===== src/rtl/hazard_ctrl.sv =====
// -----------------------------------------------------------------------------
// hazard_ctrl -- pipeline hazard and sequencing controller for the 5-stage MIPS
// core. It sits beside ID and produces the PC / IF/ID write enables, the IF/ID
// and ID/EX flush controls, and the launch/busy handshake of the multi-cycle
// mult/div unit, whose busy window is timed by an internal latency counter.
//
// Parameters:
//   MULDIV_CYCLES  mult/div execution latency in cycles (>= 2)
//   CNT_W          busy-counter width, MULDIV_CYCLES <= 2**CNT_W
//
// Ports:
//   clk            rising-edge clock
//   reset          synchronous, active-low reset
//   ID_Rs/ID_Rt    source register fields of the instruction in ID
//   ID_UsesRt      ID instruction reads rt as a source
//   ID_Jump        ID instruction is j/jal/jr/jalr
//   ID_MulDiv      ID instruction is mult/multu/div/divu
//   ID_ReadsHiLo   ID instruction is mfhi/mflo
//   EX_MemRead     EX instruction is a load
//   EX_Rt          load destination register in EX
//   EX_BranchTaken branch resolved taken in EX
//   PC_Write       PC load enable
//   IFID_Write     IF/ID load enable
//   IFID_Flush     clear IF/ID to a bubble
//   IDEX_Flush     clear ID/EX control fields
//   MulDiv_Start   one-cycle launch pulse to the mult/div unit
//   MulDiv_Busy    high while the mult/div unit is executing
//
// Optional feature (macro HAZ_STATS_EN):
//   Stall_Count    saturating count of stall cycles not overridden by a branch
//   Flush_Count    saturating count of cycles with IFID_Flush out of reset
// -----------------------------------------------------------------------------
module hazard_ctrl #(
    parameter int MULDIV_CYCLES = 32,
    parameter int CNT_W         = 6
) (
    input  logic       clk,
    input  logic       reset,
    input  logic [4:0] ID_Rs,
    input  logic [4:0] ID_Rt,
    input  logic       ID_UsesRt,
    input  logic       ID_Jump,
    input  logic       ID_MulDiv,
    input  logic       ID_ReadsHiLo,
    input  logic       EX_MemRead,
    input  logic [4:0] EX_Rt,
    input  logic       EX_BranchTaken,
    output logic       PC_Write,
    output logic       IFID_Write,
    output logic       IFID_Flush,
    output logic       IDEX_Flush,
    output logic       MulDiv_Start,
    output logic       MulDiv_Busy
`ifdef HAZ_STATS_EN
    ,
    output logic [31:0] Stall_Count,
    output logic [31:0] Flush_Count
`endif
);

    typedef enum logic {
        IDLE    = 1'b0,
        MD_BUSY = 1'b1
    } state_t;

    localparam logic [CNT_W-1:0] CNT_LOAD = CNT_W'(MULDIV_CYCLES - 1);

    state_t           state_q, state_d;
    logic [CNT_W-1:0] cnt_q, cnt_d;

    logic load_use;
    logic hilo_stall;
    logic stall;

    // Hazard detection. $zero is never a real dependence.
    assign load_use   = EX_MemRead && (EX_Rt != 5'd0) &&
                        ((EX_Rt == ID_Rs) || (ID_UsesRt && (EX_Rt == ID_Rt)));
    assign hilo_stall = (state_q == MD_BUSY) && (ID_ReadsHiLo || ID_MulDiv);
    assign stall      = load_use || hilo_stall;

    // Output decode, all combinational so that stalls take effect in the
    // same cycle the hazard is seen.
    always_comb begin
        // NOTE: every output gets a default first so no path through the
        // if/else chain can leave a value held, which would infer a latch.
        PC_Write     = 1'b1;
        IFID_Write   = 1'b1;
        IFID_Flush   = 1'b0;
        IDEX_Flush   = 1'b0;
        MulDiv_Start = (state_q == IDLE) && ID_MulDiv && !EX_BranchTaken && !load_use;
        MulDiv_Busy  = (state_q == MD_BUSY);

        if (!reset) begin
            PC_Write     = 1'b0;
            IFID_Write   = 1'b0;
            IFID_Flush   = 1'b1;
            IDEX_Flush   = 1'b1;
            MulDiv_Start = 1'b0;
            MulDiv_Busy  = 1'b0;
        end else if (EX_BranchTaken) begin
            // The ID instruction is wrong-path: squash it even if it would stall.
            IFID_Flush = 1'b1;
            IDEX_Flush = 1'b1;
        end else if (stall) begin
            PC_Write   = 1'b0;
            IFID_Write = 1'b0;
            IDEX_Flush = 1'b1;
        end else if (ID_Jump) begin
            IFID_Flush = 1'b1;
        end
    end

    // Next-state logic for the mult/div busy window. The counter only loads on
    // a launch and only decrements while non-zero, so it can never wrap.
    always_comb begin
        state_d = state_q;
        cnt_d   = cnt_q;
        case (state_q)
            IDLE: begin
                if (MulDiv_Start) begin
                    state_d = MD_BUSY;
                    cnt_d   = CNT_LOAD;
                end
            end
            MD_BUSY: begin
                // A taken branch does not abort the window: the op is committed.
                if (cnt_q == '0) begin
                    state_d = IDLE;
                end else begin
                    cnt_d = cnt_q - 1'b1;
                end
            end
            default: state_d = IDLE;
        endcase
    end

    always_ff @(posedge clk) begin
        // NOTE: sequential state uses non-blocking assignments so every
        // register samples its pre-edge value, independent of statement order.
        if (!reset) begin
            state_q <= IDLE;
            cnt_q   <= '0;
        end else begin
            state_q <= state_d;
            cnt_q   <= cnt_d;
        end
    end

`ifdef HAZ_STATS_EN
    logic [31:0] stall_count_q;
    logic [31:0] flush_count_q;

    always_ff @(posedge clk) begin
        if (!reset) begin
            stall_count_q <= '0;
            flush_count_q <= '0;
        end else begin
            if (stall && !EX_BranchTaken && (stall_count_q != 32'hFFFF_FFFF)) begin
                stall_count_q <= stall_count_q + 32'd1;
            end
            if (IFID_Flush && (flush_count_q != 32'hFFFF_FFFF)) begin
                flush_count_q <= flush_count_q + 32'd1;
            end
        end
    end

    assign Stall_Count = stall_count_q;
    assign Flush_Count = flush_count_q;
`endif

endmodule


===== config.mk =====
export PLATFORM = sky130hd
export DESIGN_NAME = hazard_ctrl
export DESIGN_NICKNAME = d
export VERILOG_FILES = /design/src/rtl/hazard_ctrl.sv
export SDC_FILE = /design/constraint.sdc
export NUM_CORES = 1
export LEC_CHECK = 0
export CORE_MARGIN = 1.5
export CORE_UTILIZATION = 39
export DETAILED_ROUTE_END_ITERATION = 8
export PLACE_DENSITY = 0.86
export SETUP_SLACK_MARGIN = 0.4
export SYNTH_ARGS = -nofsm -noshare
export SYNTH_HDL_FRONTEND = slang
export SYNTH_SLANG_ARGS = --single-unit

===== constraint.sdc =====
create_clock -name clk -period 2.4 [get_ports clk]
set_input_delay 0.6 -clock clk [delete_from_list [all_inputs] [get_ports clk]]
set_output_delay 0.6 -clock clk [all_outputs]
set_load 0.005 [all_outputs]

==> results_dict.tcl <==
set metrics [dict create \
    status "finished, violations left" \
    violations_in_the_final_reports "negative setup slack" \
    layout-drive-gt1-share_pct 39.5 \
    grt_start_max_net_pins 10 \
    crit_path_start_kind "input port" \
    fin_worst_skew_ps 3.94 \
    all_layer_gr_usage_pct 26.2 \
    fillerInstances 89 \
    maxCapViolCount 0 \
    cp_slowest_stage_delay_ps 430 \
    drt_iter0_drc 33 \
    setup_tns_ps -225 \
    setup.worst_path.class "input port to output pin" \
    ios 29 \
    slowest_stage_cell_cp "or4_4" \
    rsz0062_at_grt "yes" \
    fp-row-count 13 \
    initial_core_util_pct 43.4 \
    final_max_slew_viol_count 0 \
    hpwl_um 1510 \
    detail_route.wirelength_um 2450 \
    worst_hold_slack_ps 570 \
    number_of_warning_messages_in_the_yosys_log 0 \
    cts.path.max_buffers 2 \
    viasPerCell 5.68 \
    worst_setup_hold_path_clk_slew_ps 50 \
    hold_buffers 0 \
    htree_num_levels 1 \
    critPathMaxFanout 3 \
    drt-pass1-iter-count 4 \
    num_antenna_cells 0 \
    power_uw 432 \
    global_route_wire_length_before_repair_um 3400 \
    cts-buffers-inserted 3 \
    postSynthNetCount 99 \
    signal_arrival_time_at_the_worst_endpoint_ps 1850 \
    fraction_of_the_yosys_area_taken_by_sequential_cells_pct 23.6 \
    post-route-min-period_ps 2450 \
    final_core_utilization_pct 81.9 \
    timing.critical_path.cells "clkdlybuf4s15_1 -> or4_4 -> o21a_1 -> and2_4 -> o21ai_2 -> buf_2" \
    worst_skew_pair.late_latency_ps 260 \
    p_per_area_nw_per_um2 387 \
    gpl.final_weighted_congestion 0.790 \
    global_route.overflow_total 0 \
    cts.sinks 7 \
    cell_area_after_layout_um2 1120 \
    route.detailed.drc 0 \
    port_buffers 28 \
    synth_cells 75 \
    yosys_register_bits 7 \
    nets 149 \
    vdd.ir_drop.worst_v 0.000357 \
    design.die.area_um2 1760 \
    pin_slew_with_the_least_headroom_to_its_limit_ps 398 \
    setup_viol_count_final 5 \
    setup_ws_ps -50.7 \
    total_leakage_power_uw 0.000515 \
    num_vias 789 \
    timing.fmax_mhz 408 \
    min_period_over_period_pct 102 \
    area_growth_pct 88.6 \
    hold_viol_final 0 \
    synthesis.area_per_instance_um2 7.91 \
    timing.max_slew.rel_slack_pct 73.2 \
    grt_antenna_before_repair 0 \
    yosys.cell_types.count 34 \
    cts_tree "yes" \
    endpoint_kind "output pin" \
    drt.antenna.violating_nets 0 \
    most-common-layout-cells "buf_4 (16), dlygate4sd2_1 (12), nand2_1 (7), dfxtp_1 (7)" \
    cts_root_buffer "clkbuf_4" \
    grt_pass1_vias 769 \
    worst_ep_required_time_ps 1800 \
    synthesis.area_um2 593 \
    dieWidth_um 42.0 \
    most_frequent_standard_cell_in_the_layout_excluding_fill_and_tap_cells "buf_4" \
    detail_route.wl_per_cell_um 17.7 \
    timing.hold.worst.class "register to register" \
    detailed_place.area_um2 991 \
    die_height_um 42.0 \
    placeableCoreArea_um2 1370 \
]
[logic make-up (layout without fill, tap and decap cells)]
family          Yosys count  in the layout  synth area share, %
simple gates             30             30                 27.6
flops                     7              7                 23.6
mux                       2              2                 3.59
compound gates           18             18                 22.8
xor+xnor                 10             10                 14.8
buf+inv                   7             56                 5.49
fa+ha+maj                 1              1                 2.11
[state kept, by name (all words and copies together) (netlist names)]
| name | cells |
|---|---|
| cnt_q | 6 |
| state_q | 1 |
[report_power, final]
part / leakage (uW) / internal, uW / switching [uW]
clock network: 0.0000150 / 63.5 / 45.2
logic: 0.000442 / 103 / 85.5
registers: 0.0000575 / 126 / 9.54
[worst max-delay path: cells and delay by family]
kind                   cells  cell delay (ps)
buffers and inverters      2              330
and+or+nand+nor            2              590
AOI/OAI and AO/OA          2              330
[routing by layer]
metal / vias up / wire length (um) / GRT usage [%]
met3: 20 / 158 / 6.90
met1: 356 / 797 / 23.9
met2: 52 / 1380 / 51.2
met4: 0 / 116 / 14.2
met5: - / 0 / 0
li1: 361 / - / -
[per-stage QoR]
step           std cells  worst slack, ps
3_3_place_gp         130             -767
4_1_cts              138            -39.5
2_1_floorplan         75             47.7
3_5_place_dp         130             -793
5_1_grt              139             -163
6_report             139            -50.7
[area by class of cell]
type	instances	area, um^2	share of cell area, %
multi-input combinational	61	514	46.0
tap	15	18.8	1.68
inverter	4	15.0	1.34
sequential	7	140	12.5
timing repair buffer	48	404	36.1
clock buffer	4	26.3	2.35
[final timing paths]
kind	start	to	slack, ps	cells after the start
max	EX_Rt[1]	IFID_Write	-50	6
min	cnt_q[5]$_SDFFE_PN0P_	cnt_q[5]$_SDFFE_PN0P_	570	2
max reg2reg	cnt_q[0]$_SDFFE_PN0P_	cnt_q[4]$_SDFFE_PN0P_	800	7
min reg2reg	cnt_q[5]$_SDFFE_PN0P_	cnt_q[5]$_SDFFE_PN0P_	570	2
[timing repair]
| item | 4_1_cts | 5_1_grt |
|---|---|---|
| endpoints found under the setup margin | 12 | 5 |
| gates cloned | 0 | 0 |
| pin swaps | 19 | 5 |
| endpoints found under the hold margin | 0 | 0 |
| buffers inserted | 4 | 1 |
| gates resized for setup | 59 | 10 |
[cell usage after synthesis, drive strengths merged]
master	number	area, um^2
a21o	2	15.0
a21oi	4	23.8
nand3b	1	7.51
o21ai	4	31.3
nor2b	1	6.26
ha	1	12.5
inv	4	15.0
nand3	4	20.0
nand4	1	6.26
nand2b	1	6.26
nor3	3	20.0
mux2i	1	10.0
and2	3	21.3
buf	3	17.5
nand2	8	30.0
or3	1	11.3
o221ai	1	8.76
mux2	1	11.3
o2111a	1	11.3
o211a	1	10.0
nor2	5	18.8
o21a	1	7.51
o31a	1	8.76
nand4b	1	8.76
dfxtp	7	140
xnor2	10	87.6
or4	1	7.51
o22ai	3	18.8
No activity file was read; power rests on OpenSTA's default activity.
